File: src/rtl/pred_pkg.sv
// Shared predictor package: 2-bit counter encodings, counter reset value,
// target-buffer entry layout and the default widths that the gshare
// predictor and the tournament selector agree on.
package pred_pkg;

  // Default widths shared with the tournament selector.
  localparam int PC_W_DEF     = 32;
  localparam int GH_BITS_DEF  = 8;
  localparam int BTB_BITS_DEF = 4;

  // 2-bit direction counter; the MSB is the taken prediction.
  typedef enum logic [1:0] {
    SNT = 2'b00,  // strong not-taken
    WNT = 2'b01,  // weak not-taken
    WT  = 2'b10,  // weak taken
    ST  = 2'b11   // strong taken
  } ctr_e;

  localparam ctr_e CTR_RESET = WNT;

  // Direct-mapped target buffer entry; the tag is the full PC.
  typedef struct packed {
    logic                valid;
    logic [PC_W_DEF-1:0] tag;
    logic [PC_W_DEF-1:0] target;
  } btb_entry_t;

endpackage

File: src/rtl/sat_counter2.sv
// 2-bit saturating up/down counter, next-state only (no storage).
// Ports:
//   ctr      in  2  current counter value
//   inc      in  1  1 = count up toward ST, 0 = count down toward SNT
//   ctr_next out 2  saturated next value
module sat_counter2
  import pred_pkg::*;
(
  input  logic [1:0] ctr,
  input  logic       inc,
  output logic [1:0] ctr_next
);

  // Saturating step: ST stays ST on increment, SNT stays SNT on decrement.
  always_comb begin
    ctr_next = ctr;
    case (ctr)
      SNT:     ctr_next = inc ? WNT : SNT;
      WNT:     ctr_next = inc ? WT  : SNT;
      WT:      ctr_next = inc ? ST  : WNT;
      ST:      ctr_next = inc ? ST  : WT;
      default: ctr_next = CTR_RESET;
    endcase
  end

endmodule

File: src/rtl/gshare_predictor.sv
// Gshare branch direction predictor with a small direct-mapped target buffer.
// The PHT is indexed by PC xor global history; the history register is
// non-speculative and only shifts on resolved branches. Lookups see the
// state as it was before the current edge (read-before-write, no bypass).
// Ports:
//   clock          in   1     rising-edge clock
//   reset          in   1     asynchronous active-low reset
//   PC             in   PC_W  lookup PC
//   lookup_valid   in   1     PC is a valid lookup this cycle
//   fix_valid      in   1     resolved-branch update this cycle
//   fix_PC         in   PC_W  PC of the resolved branch
//   fix_result     in   1     actual outcome, 1 = taken
//   fix_target     in   PC_W  actual taken target
//   prediction_gh  out  1     predicted direction (registered)
//   gh_PC          out  PC_W  predicted next PC (registered)
//   pred_valid     out  1     lookup_valid delayed one cycle
module gshare_predictor
  import pred_pkg::*;
#(
  parameter int PC_W     = PC_W_DEF,
  parameter int GH_BITS  = GH_BITS_DEF,
  parameter int BTB_BITS = BTB_BITS_DEF
)(
  input  logic            clock,
  input  logic            reset,
  input  logic [PC_W-1:0] PC,
  input  logic            lookup_valid,
  input  logic            fix_valid,
  input  logic [PC_W-1:0] fix_PC,
  input  logic            fix_result,
  input  logic [PC_W-1:0] fix_target,
  output logic            prediction_gh,
  output logic [PC_W-1:0] gh_PC,
  output logic            pred_valid
);

  localparam int PHT_N = 2 ** GH_BITS;
  localparam int BTB_N = 2 ** BTB_BITS;
  localparam logic [PC_W-1:0] PC_ONE = {{(PC_W-1){1'b0}}, 1'b1};

  logic [GH_BITS-1:0] ghr_r;
  logic [1:0]         pht_r [PHT_N];
  btb_entry_t         btb_r [BTB_N];

  logic [GH_BITS-1:0] li_s;
  logic [GH_BITS-1:0] ui_s;
  logic [1:0]         ctr_rd_s;
  logic [1:0]         ctr_upd_s;
  logic [1:0]         ctr_next_s;
  btb_entry_t         btb_rd_s;
  logic               taken_s;
  logic               hit_s;
  logic [PC_W-1:0]    next_pc_s;

  // Lookup path: PHT and BTB reads, next-PC selection (wraps modulo 2**PC_W).
  always_comb begin
    li_s      = PC[GH_BITS-1:0] ^ ghr_r;
    ctr_rd_s  = pht_r[li_s];
    taken_s   = ctr_rd_s[1];
    btb_rd_s  = btb_r[PC[BTB_BITS-1:0]];
    hit_s     = btb_rd_s.valid && (btb_rd_s.tag == PC);
    if (taken_s && hit_s) begin
      next_pc_s = btb_rd_s.target;
    end else begin
      next_pc_s = PC + PC_ONE;
    end
  end

  // Update index uses the history as it stands before this edge.
  always_comb begin
    ui_s      = fix_PC[GH_BITS-1:0] ^ ghr_r;
    ctr_upd_s = pht_r[ui_s];
  end

  sat_counter2 u_sat_counter2 (
    .ctr      (ctr_upd_s),
    .inc      (fix_result),
    .ctr_next (ctr_next_s)
  );

  // Registered prediction outputs; direction/target hold when no lookup.
  always_ff @(posedge clock or negedge reset) begin
    if (!reset) begin
      pred_valid    <= 1'b0;
      prediction_gh <= 1'b0;
      gh_PC         <= '0;
    end else begin
      pred_valid <= lookup_valid;
      if (lookup_valid) begin
        prediction_gh <= taken_s;
        gh_PC         <= next_pc_s;
      end
    end
  end

  // Global history: shifts in the resolved outcome only.
  always_ff @(posedge clock or negedge reset) begin
    if (!reset) begin
      ghr_r <= '0;
    end else if (fix_valid) begin
      ghr_r <= {ghr_r[GH_BITS-2:0], fix_result};
    end
  end

  // Pattern history table of saturating counters.
  always_ff @(posedge clock or negedge reset) begin
    if (!reset) begin
      for (int i = 0; i < PHT_N; i++) begin
        pht_r[i] <= CTR_RESET;
      end
    end else if (fix_valid) begin
      pht_r[ui_s] <= ctr_next_s;
    end
  end

  // Target buffer: allocated/overwritten by taken branches only.
  always_ff @(posedge clock or negedge reset) begin
    if (!reset) begin
      for (int i = 0; i < BTB_N; i++) begin
        btb_r[i] <= '0;
      end
    end else if (fix_valid && fix_result) begin
      btb_r[fix_PC[BTB_BITS-1:0]] <= '{valid: 1'b1, tag: fix_PC, target: fix_target};
    end
  end

endmodule

File: config.mk
export PLATFORM = sky130hd
export DESIGN_NAME = gshare_predictor
export DESIGN_NICKNAME = d
export VERILOG_FILES = /design/src/rtl/pred_pkg.sv /design/src/rtl/sat_counter2.sv /design/src/rtl/gshare_predictor.sv
export SDC_FILE = /design/constraint.sdc
export NUM_CORES = 2
export LEC_CHECK = 0
export CAP_MARGIN = 40
export CORE_UTILIZATION = 40
export DETAILED_ROUTE_END_ITERATION = 7
export PLACE_DENSITY = 0.57
export SLEW_MARGIN = 20
export SYNTH_ARGS = -nofsm -noshare
export SYNTH_HDL_FRONTEND = slang
export SYNTH_SLANG_ARGS = --single-unit
File: constraint.sdc
create_clock -name clock -period 3.7 [get_ports clock]
set_input_delay 0.74 -clock clock [delete_from_list [all_inputs] [get_ports clock]]
set_output_delay 0.74 -clock clock [all_outputs]
set_load 0.02 [all_outputs]
==> results.md <==
- RSZ-0062 raised after global routing: yes
- Placed cell count: 8,011
- Setup TNS: -131.22 ns
- Slew @ Worst Pin: 1.13 ns
- Die span in x: 438 um
- Number of synthesized flops with an enable pin: 0
- Failing checks: negative setup slack
- Cells after synthesis: 5,210
- Die H: 438 um
- Cell Area, Synth: 0.0760 mm2
- Max incr delay on CP: 0.46 ns
- Final-report hold violation count: 0
- Fin cells: 8,389
- WS Path Type: in -> reg
- Most common cell after layout, fill and taps aside: dfrtp_1
- Peak supply drop: 0.478 mV
- Main synth FF type: dfrtp_1
- IO buf count: 134
- TritonCTS Buffers: 178
- Io pins: 135
- Clk_lat worst skew: 0.85 ns
- Setup WS post-layout: -0.336 ns
- Status: finished, violations left
- Post-DR wirelength/cell: 28.2 um
- DR vias: 48,579
- Worst path required time: 4.40 ns
- Slew HR: 0.250
- CTS sink count: 1,594
- Core Box Area: 0.188 mm2
- Yosys cell types: 76
- Crit path max fanout: 55
- # fillers: 16,083
- Commonest cells after routing, fill and taps aside: dfrtp_1 (1,336), mux2_2 (1,280), buf_4 (508), mux4_2 (439), nor2_1 (327)
- Finish-stage setup viols: 536
- Final period util: 1.09
- Final Util: 0.496
- Vias in the first global route: 51,092
- Seq cells post-synth: 1,594
- CTS tree: done
- Syn. warnings: 0
- Power density over cell area: 619 mW/mm2
- Share of cells above drive strength 1: 0.562
- Clk slew on worst S/H paths: 0.06 ns
- H-tree depth: 4
- Cell family with most CP delay: buffers and inverters
- First-pass GRT wire length: 354,000 um
- Area Growth Syn to Fin: 22.7%
- Clock Path Buffers: 3
- CP Buf/Inv Count: 7
- Async SR Flop Fraction: 1.00
- Slew Limit Fails: 0
- Final #Nets: 5,839
- Startpoint type of the worst setup path: input pin
- 1st-pass router iterations: 6
- Clk_skew: 0.0463 ns
- Crit. End Element: register
- Row cnt: 159
- Syn avg cell area: 14.6 um2
- Sequential fraction of the synthesis area: 0.529
- Pwr Total: 57.8 mW
- Die area: 0.192 mm2
- CP cell instances: clkdlybuf4s50_1, buf_4, xor2_4, buf_12, buf_12, buf_12, mux4_2, mux2i_2, nor3_1, nor4_2, buf_4, nand4_1, or3b_4, maj3_2, buf_12, mux2_2
- Drt drc: 0
- Final WL: 236,000 um
- DRT iter0 DRCs: 4,277
- Multi-input logic area: 0.0354 mm2
- Worst hold path type: in -> reg
- Peak Freq: 0.248 GHz
- CP max stage cell: clkdlybuf4s50_1
- Leak Pwr: 40.1 nW
- Mapped Nets: 5,312
- GRT Total Usage: 0.247
- Most used cell, CP: buf_12
- Worst EP arrival: 4.74 ns
- Pin count of the biggest net entering global routing: 139
- Minimum clock period: 4.04 ns
- Detailed Place HPWL: 156,000 um
- RePlAce Congestion: 0.930
- Vias per cell: 5.79
- Congestion Overflow GR: 0
- Root Driver: clkbuf_16
- Max-cap viol count: 0
- FF/Latch Area: 0.0402 mm2
- Initial antenna violation count: 22
- Post-route ant nets: 0
- Initial Util: 0.404
[logic make-up (layout without fill, tap and decap cells)]
kind of cell / after synthesis / after routing / share of synthesized area
adder cells (fa/ha/maj): 5 / 5 / 0.000724
multiplexers: 2023 / 2023 / 0.364
AO/OA/AOI/OAI: 310 / 310 / 0.0282
AND/OR/NAND/NOR: 746 / 746 / 0.0442
buffers and inverters: 461 / 1140 / 0.0259
other: 0 / 5 / 0
XOR/XNOR: 71 / 71 / 0.00838
flip-flops: 1594 / 1594 / 0.529
[sequential cells by signal, summed over array words and instances (netlist names)]
name and cells:
btb_r 1040, pht_r 512, gh_PC 32, ghr_r 8, pred_valid 1, prediction_gh 1
[cell type report]
type,instances,area share
antenna,5,0.000134
clock buffer,268,0.0570
clock inverter,64,0.00971
inverter,13,0.000550
multi-input combinational,3155,0.380
sequential,1594,0.431
tap,2495,0.0335
timing repair buffer,795,0.0880
[what timing repair did]
action | CTS | global route
endpoints found under the setup margin | 545 | 545
resized for setup | 51 | 48
endpoints found under the hold margin | 26 | 0
setup buffers | 26 | 5
hold buffers | 1 | 0
gates cloned | 4 | 5
pin swaps | 7 | 16
[synthesized netlist by cell type, types with 17 or more instances]
master | n | area share
buf_1 | 18 | 0.00089
mux4_2 | 439 | 0.13
nor3_1 | 31 | 0.0020
a21oi_1 | 51 | 0.0034
or2_2 | 39 | 0.0032
nand2b_1 | 17 | 0.0014
dfrtp_1 | 1338 | 0.44
mux2i_1 | 65 | 0.0086
buf_4 | 24 | 0.0024
nand4_1 | 22 | 0.0018
o21ai_0 | 62 | 0.0041
nand2_1 | 161 | 0.0080
xnor2_1 | 43 | 0.0050
nor2_1 | 340 | 0.017
a22oi_1 | 19 | 0.0019
buf_2 | 95 | 0.0063
nor2b_1 | 20 | 0.0016
a31oi_1 | 35 | 0.0029
o22ai_1 | 21 | 0.0017
dfstp_2 | 256 | 0.088
nand3_1 | 42 | 0.0028
and2_1 | 24 | 0.0020
mux2_2 | 1519 | 0.23
clkbuf_1 | 306 | 0.015
xor2_1 | 26 | 0.0030
nor4_1 | 19 | 0.0016
[metal layers]
layer  up-vias  wire length (um)  track usage
li1      20414                 -            -
met1     26506            105000        0.349
met2      1273            112000        0.389
met3       380             12100       0.0427
met4         6              7310       0.0782
met5         -                34            0
[worst paths after layout]
| kind | endpoint | start | depth (start not counted) | slack [ns] |
|---|---|---|---|---|
| worst max register to register | pht_r[271] | ghr_r[1] | 14 | -0.31 |
| worst min-delay path | pred_valid | lookup_valid | 2 | 0.39 |
| worst max-delay path | pht_r[271] | fix_PC[1] | 16 | -0.34 |
| min in group asynchronous | pht_r[325] | reset | 2 | 0.48 |
| max in group asynchronous | btb_r[860] | reset | 4 | 1.89 |
| worst min register to register | btb_r[292] | btb_r[292] | 1 | 0.46 |
[report_power, final]
| part | total, mW | switching [mW] | internal (mW) |
|---|---|---|---|
| sequential | 23.8 | 2.12 | 21.6 |
| clock | 18.5 | 7.69 | 10.9 |
| combinational | 15.4 | 7.28 | 8.16 |
| total | 57.8 | 17.1 | 40.7 |
[per-stage QoR]
| step | worst slack, ns | hold slack, ns | instance area (um2) |
|---|---|---|---|
| floorplan | -0.187 | 0.414 | 77300 |
| global placement | -1.35 | 0.425 | 86000 |
| detailed placement | -1.42 | 0.448 | 86000 |
| CTS | -0.245 | 0.325 | 92800 |
| global route | -0.368 | 0.368 | 93300 |
| finish | -0.336 | 0.388 | 93300 |
Power figures use the tool's default switching activity.
